### config.mk
export PLATFORM = sky130hd
export DESIGN_NAME = instruction_fetch_unit
export DESIGN_NICKNAME = d
export VERILOG_FILES = /design/src/rtl/instruction_fetch_unit.sv
export SDC_FILE = /design/constraint.sdc
export NUM_CORES = 1
export LEC_CHECK = 0
export BUFFER_PORTS_ARGS = -buffer_cell sky130_fd_sc_hd__buf_2
export CAP_MARGIN = 40
export CORE_ASPECT_RATIO = 1.4
export CORE_MARGIN = 5
export CORE_UTILIZATION = 30
export DETAILED_ROUTE_END_ITERATION = 10
export GPL_ROUTABILITY_DRIVEN = 1
export PLACE_DENSITY = 0.63
export SLEW_MARGIN = 20
export SYNTH_ARGS = -nofsm -noshare
export SYNTH_HDL_FRONTEND = slang
export SYNTH_SLANG_ARGS = --single-unit
### constraint.sdc
create_clock -name Clk -period 4.7 [get_ports Clk]
set_clock_uncertainty 0.2 [all_clocks]
set_input_delay 0.47 -clock Clk [delete_from_list [all_inputs] [get_ports Clk]]
set_output_delay 0.47 -clock Clk [all_outputs]
set_load 0.1 [all_outputs]
### src/rtl/instruction_fetch_unit.sv
// Instruction fetch stage: PC register, IF/ID pipeline latch and fetch range guard.
// A fetch from outside instruction memory parks the unit in HALT until reset.
module instruction_fetch_unit #(
   parameter logic [31:0] RESET_PC  = 32'h00000000,
   parameter int unsigned MEM_WORDS = 128
) (
   input  logic        Clk,
   input  logic        Reset,
   input  logic        Stall,
   input  logic        Redirect,
   input  logic [31:0] RedirectTarget,
   input  logic [31:0] Instruction,
   output logic [31:0] Address,
   output logic [31:0] IFID_Instruction,
   output logic [31:0] IFID_PCPlus4,
   output logic        IFID_Valid,
   output logic        FetchFault,
   output logic [31:0] FetchCount
);

   typedef enum logic [0:0] {
      ST_RUN  = 1'b0,
      ST_HALT = 1'b1
   } state_t;

   localparam logic [31:0] FETCH_LIMIT = 32'd4 * MEM_WORDS;

   state_t      r_state;
   logic [31:0] r_pc;
   logic [31:0] r_ifid_instr;
   logic [31:0] r_ifid_pcp4;
   logic        r_ifid_valid;
   logic        r_fault;
   logic [31:0] r_count;

   logic [31:0] w_pc_plus4;
   logic        w_pc_legal;
   logic [31:0] w_redirect_pc;

   assign w_pc_plus4    = r_pc + 32'd4;
   assign w_pc_legal    = (r_pc < FETCH_LIMIT);
   // Redirect targets are word-aligned by dropping the two low bits.
   assign w_redirect_pc = RedirectTarget & 32'hFFFF_FFFC;

   // Single-process FSM owning PC, IF/ID latch, sticky fault flag and fetch counter.
   always_ff @(posedge Clk or negedge Reset) begin
      if (!Reset) begin
         r_state      <= ST_RUN;
         r_pc         <= RESET_PC;
         r_ifid_instr <= 32'h0000_0000;
         r_ifid_pcp4  <= 32'h0000_0000;
         r_ifid_valid <= 1'b0;
         r_fault      <= 1'b0;
         r_count      <= 32'h0000_0000;
      end else begin
         case (r_state)
            ST_RUN: begin
               if (Redirect) begin
                  r_pc         <= w_redirect_pc;
                  r_ifid_instr <= 32'h0000_0000;
                  r_ifid_valid <= 1'b0;
               end else if (Stall) begin
                  r_pc         <= r_pc;
               end else if (!w_pc_legal) begin
                  // Out-of-range fetch: squash IF/ID and park until reset.
                  r_state      <= ST_HALT;
                  r_ifid_instr <= 32'h0000_0000;
                  r_ifid_valid <= 1'b0;
                  r_fault      <= 1'b1;
               end else begin
                  r_pc         <= w_pc_plus4;
                  r_ifid_instr <= Instruction;
                  r_ifid_pcp4  <= w_pc_plus4;
                  r_ifid_valid <= 1'b1;
                  r_count      <= r_count + 32'd1;
               end
            end
            ST_HALT: begin
               r_ifid_instr <= 32'h0000_0000;
               r_ifid_valid <= 1'b0;
            end
            default: begin
               r_state      <= ST_HALT;
               r_ifid_instr <= 32'h0000_0000;
               r_ifid_valid <= 1'b0;
               r_fault      <= 1'b1;
            end
         endcase
      end
   end

   assign Address          = r_pc;
   assign IFID_Instruction = r_ifid_instr;
   assign IFID_PCPlus4     = r_ifid_pcp4;
   assign IFID_Valid       = r_ifid_valid;
   assign FetchFault       = r_fault;
   assign FetchCount       = r_count;

endmodule

Yosys cells after proc, flatten, opt, wreduce, memory -nomap -nowiden
Index checks and enable logic that the tools add are counted.
- register bits after elaboration: 131
- bits of input ports: 68
- output and inout port bits: 130
- word-level logic and storage cells: 35
- add/sub/neg operators: 2
- $lt $le $gt $ge: 1
- equal/unequal tests: 2
- multiplexer cells: 15
- bitwise gates (word level): 4
- reduce and logical (&&, ||, !) cells: 4
- operators with widths (kind ; count):
    $mux 32 ; 6
    $pmux 32 s2 ; 1
    $add 32x1->32 const B ; 1
    $add 32x3->32 const B ; 1
    $lt 32x10->1 const B ; 1
    $reduce_and 4->1 ; 2
    $mux 1 ; 7
    $not 1->1 ; 4
    $ne 3x3->1 const B ; 1
    $reduce_and 3->1 ; 1
    $ne 2x1->1 const B ; 1
    $pmux 1 s2 ; 1
    $reduce_bool 2->1 ; 1

Longest topological paths before layout
- depth in word-level cells: 5
- gate-level depth with buffers: 7
- depth with buffers taken out: 6

Worst setup path after synthesis
No wires, ideal clock.
- path type: reg2reg
- start: reg r_pc[26] (netlist: Address[26])
- end: reg r_pc[2] (netlist: Address[2])
- library setup time: 0.124 ns
- arrival time: 2.608 ns
- required time: 4.376 ns
- slack: 1.768 ns
- cell stages (with the launch flop): 7
- path buffers: 1
- period minus slack after synthesis: 2.932 ns
- cell sequence: dfrtp_1 > or4_1 > or2_1 > buf_6 > o31a_1 > or2_4 > a211o_1
- word-level cells in the longest chain between the ends: 3
- RTL lines (item ; line ; text):
    start, declared ; 29 ; logic [31:0] r_pc;
    start signal, assigned ; 59 ; r_pc <= w_redirect_pc;
    start signal, assigned ; 63 ; r_pc <= r_pc;
    start signal, assigned ; 71 ; r_pc <= w_pc_plus4;
    $lt 32x10->1 ; 41 ; assign w_pc_legal = (r_pc < FETCH_LIMIT);
    $reduce_bool 2->1 (no source line) ; -- ;
    $reduce_and 3->1 (no source line) ; -- ;
No other way between the ends.
A chain may end at the register's enable or synchronous reset.

Worst setup path after layout
- start: reg r_pc[28] (netlist: Address[28])
- end: reg r_pc[31] (netlist: Address[31])
- word-level cells in the longest chain between the ends: 4
- elaborated cells on any way between the ends: 7
- classes of those cells: add/sub (1); order compare (1); mux (3); reduce/logical (2)
- RTL lines (item ; line ; text):
    $add 32x3->32 ; 40 ; assign w_pc_plus4 = r_pc + 32'd4;
    $mux 32 ; 64 ; end else if (!w_pc_legal) begin
    $mux 32 ; 62 ; end else if (Stall) begin
    $mux 32 ; 58 ; if (Redirect) begin
Parallel ways exist; a longest one is shown, timed or not. The select of a mux whose other input is x is not followed.

==> impl_results.md <==
- Worst-skew pair later-pin latency: 0.41 ns
- All-Layer GR Usage: 0.149
- Max_slew headroom: 0.494
- # diodes: 0
- Hold Path Class: primary input to flip-flop
- Worst R2R Start: Address[28]$_DFFE_PN0P_
- H-tree depth: 4
- Clock sink count: 127
- CP Launch Type: flip-flop
- Leading post-synthesis cells by instance count: 127 x dfrtp_1, 32 x a22o_1, 31 x nor2_1
- Number of vias per cell: 4.80
- Cell with the most instances after synthesis: dfrtp_1
- Max Transition Viols Final: 0
- Post-synthesis mux area share: 0.0136
- DR DRC count: 0
- PortBufs: 191
- Clk root buf: clkbuf_16
- DP Cell Count: 893
- Min-Delay Endpoint: IFID_Instruction[5]$_DFFE_PN0P_
- Drt initial violations: 172
- Largest family of logic cells by synthesized area: simple AND/OR/NAND/NOR gates
- Max Freq: 0.346 GHz
- Synth Area in XOR/XNOR: 0.0597
- Post-synth top area share: 0.586
- Final Setup Violations: 0
- Mapped cell area: 5430 um^2
- Wire per inst: 16.6 um
- Vias in the first global route: 4535
- Avg Inst Size Synth: 11.2 um^2
- Post-CTS Resized: 0
- HP Start: Instruction[5]
- Seq/Total Area, Yosys: 0.586
- Global-route wire length before repair: 24.4 mm
- Unrepaired setup endpoints after global routing: no
- Area growth from synthesis to layout: 34.5%
- Crit end category: flip-flop
- Num rows: 58
- Non-filler instance count after layout: 927
- Initial antenna violation count: 0
- Slew @ Worst Pin: 0.753 ns
- Power Density: 379 nW/um^2
- R2R Setup Slk: 1.81 ns
- Met3 wire length: 1.14 mm
- Reg clk slew, reported paths: 0.06 ns
- Area of the core: 17900 um^2
- Asr flop ratio synth: 1.00
- Final nets: 744
- Dominant cells by area after synthesis: dfrtp_1 59%, a22o_1 5.2%, xnor2_1 4.7%
- CP required: 4.76 ns
- Yosys top cell by area: dfrtp_1
- Synth Area in Compound Gates: 0.137
- Total negative slack: 0 ns
- Layout cell share with drive strength beyond 1: 0.349
- Highest Signal Layer: met4
- Routed WL: 15.4 mm
- Synth warn: 0
- Total gr overflow: 0
- Arr. time, crit path: 2.95 ns
- Reg-to-reg critical path endpoint: Address[31]$_DFFE_PN0P_
- I/O pins: 198
- Die H: 169 um
- Post-CTS setup repair buffer count: 0
- Post-Syn Instances: 483
- Number of synthesized register bits: 127
- Max-Cap Viols: 0
- Status: finished clean
- Drt first pass iters: 5
- Crit Path Category: flip-flop to flip-flop
- Crit path max fanout: 15
- EDFF count, synth: 0
- Synth Area in Adders: 0.00461
- Die X: 124 um
- Hold Path Cell Cnt: 2
- Static leakage: 3.83 nW
- Die area: 20900 um^2
- CTS buffer count: 17
- Hpwl dp: 11.0 mm
- Worst ir drop on vdd: 0.181 mV
- Post-layout min period: 2.89 ns
- Post-synth cell types: 48
- Largest net degree at the start of global routing: 66
- Post-DRT Antenna Nets: 0
- Clk buf depth: 2
- Worst-case reg-to-reg path depth: 5
- CTS tree: built
- Routability Congestion: 0.755
- Crit share post-route: 0.616
- # hold bufs at CTS: 1
- Routed wl met2: 7.43 mm
- Ys flop type: dfrtp_1
- Final hold viol count: 0
- Vias: 4449
- Metal-1 WL: 6.49 mm
- Initial Util: 0.304
- Post-synthesis simple-gate area fraction: 0.162
## per-layer routing
| metal | track usage | vias to the layer above |
|---|---|---|
| li1 | - | 2122 |
| met1 | 0.189 | 2141 |
| met2 | 0.241 | 165 |
| met3 | 0.0388 | 21 |
| met4 | 0.0622 | 0 |
| met5 | 0 | - |
## cells by family (layout without fill, tap and decap cells)
family,after synthesis,after routing
flops,127,127
simple gates,163,163
buf+inv,42,243
fa+ha+maj,2,2
other cells,1,4
xor+xnor,37,37
compound gates,104,104
mux,7,7
## power by group
group / switching (mW) / total [mW] / internal, mW / leakage [nW]
registers: 0.0244 / 1.13 / 1.11 / 1.72
clock network: 0.499 / 1.39 / 0.888 / 0.300
logic: 0.192 / 0.248 / 0.0568 / 1.81
## metrics by stage
| stage | hold WS, ns | power (mW) | worst slack, ns | area [um^2] | util |
|---|---|---|---|---|---|
| after floorplan | -0.0256 | 1.32 | 1.77 | 5440 | - |
| after global placement | 0.249 | 1.40 | 1.73 | 6610 | 0.370 |
| after detailed placement | 0.250 | 1.40 | 1.80 | 6640 | 0.372 |
| after CTS | 0.0561 | 2.81 | 1.79 | 7270 | 0.407 |
| after global routing | 0.0687 | 2.87 | 1.62 | 7300 | 0.409 |
| final | 0.0815 | 2.77 | 1.81 | 7300 | 0.409 |
## layout make-up
type,count,area [um^2]
sequential,127,3180
inverter,9,33.8
multi-input combinational,317,2070
clock buffer,18,429
timing repair buffer,202,1100
fill,1750,10600
tap,240,300
clock inverter,14,190
## placed cells by master, fill, tap and decap left out, types with 16 or more instances in the layout
master | synthesis | routed
nor2_1 | 31 | 31
clkbuf_16 | 0 | 17
xnor2_1 | 29 | 29
nor2b_1 | 23 | 23
buf_2 | 1 | 190
dfrtp_1 | 127 | 127
a21oi_1 | 17 | 17
a22o_1 | 32 | 32
and3_1 | 17 | 16
nand2_1 | 22 | 22
nand4_1 | 22 | 22
## how the worst max path moves through the flow
stage                       startpoint  cells after the start  slack [ns]                                to
6_report       Address[28]$_DFFE_PN0P_                      5        1.81           Address[31]$_DFFE_PN0P_
5_1_grt        Address[28]$_DFFE_PN0P_                      5        1.62           Address[31]$_DFFE_PN0P_
4_1_cts        Address[30]$_DFFE_PN0P_                      5        1.79           Address[10]$_DFFE_PN0P_
2_1_floorplan  Address[26]$_DFFE_PN0P_                      6        1.77            Address[2]$_DFFE_PN0P_
3_5_place_dp   Address[30]$_DFFE_PN0P_                      5        1.80           Address[10]$_DFFE_PN0P_
3_3_place_gp   Address[28]$_DFFE_PN0P_                      5        1.73  IFID_Instruction[13]$_DFFE_PN0P_
## sequential cells by signal, summed over array words and instances (netlist names)
signal	flops
FetchFault	1
FetchCount	32
IFID_Valid	1
Address	30
IFID_PCPlus4	30
IFID_Instruction	32
r_state	1
## critical path, stage by stage, from the launching register on
cell	delay, ns
dfrtp_1	0.44
or4_1	0.55
or2_1	0.33
o31a_1	0.50
nor2_1	0.58
a21oi_1	0.13
No activity file was read; power rests on OpenSTA's default activity.
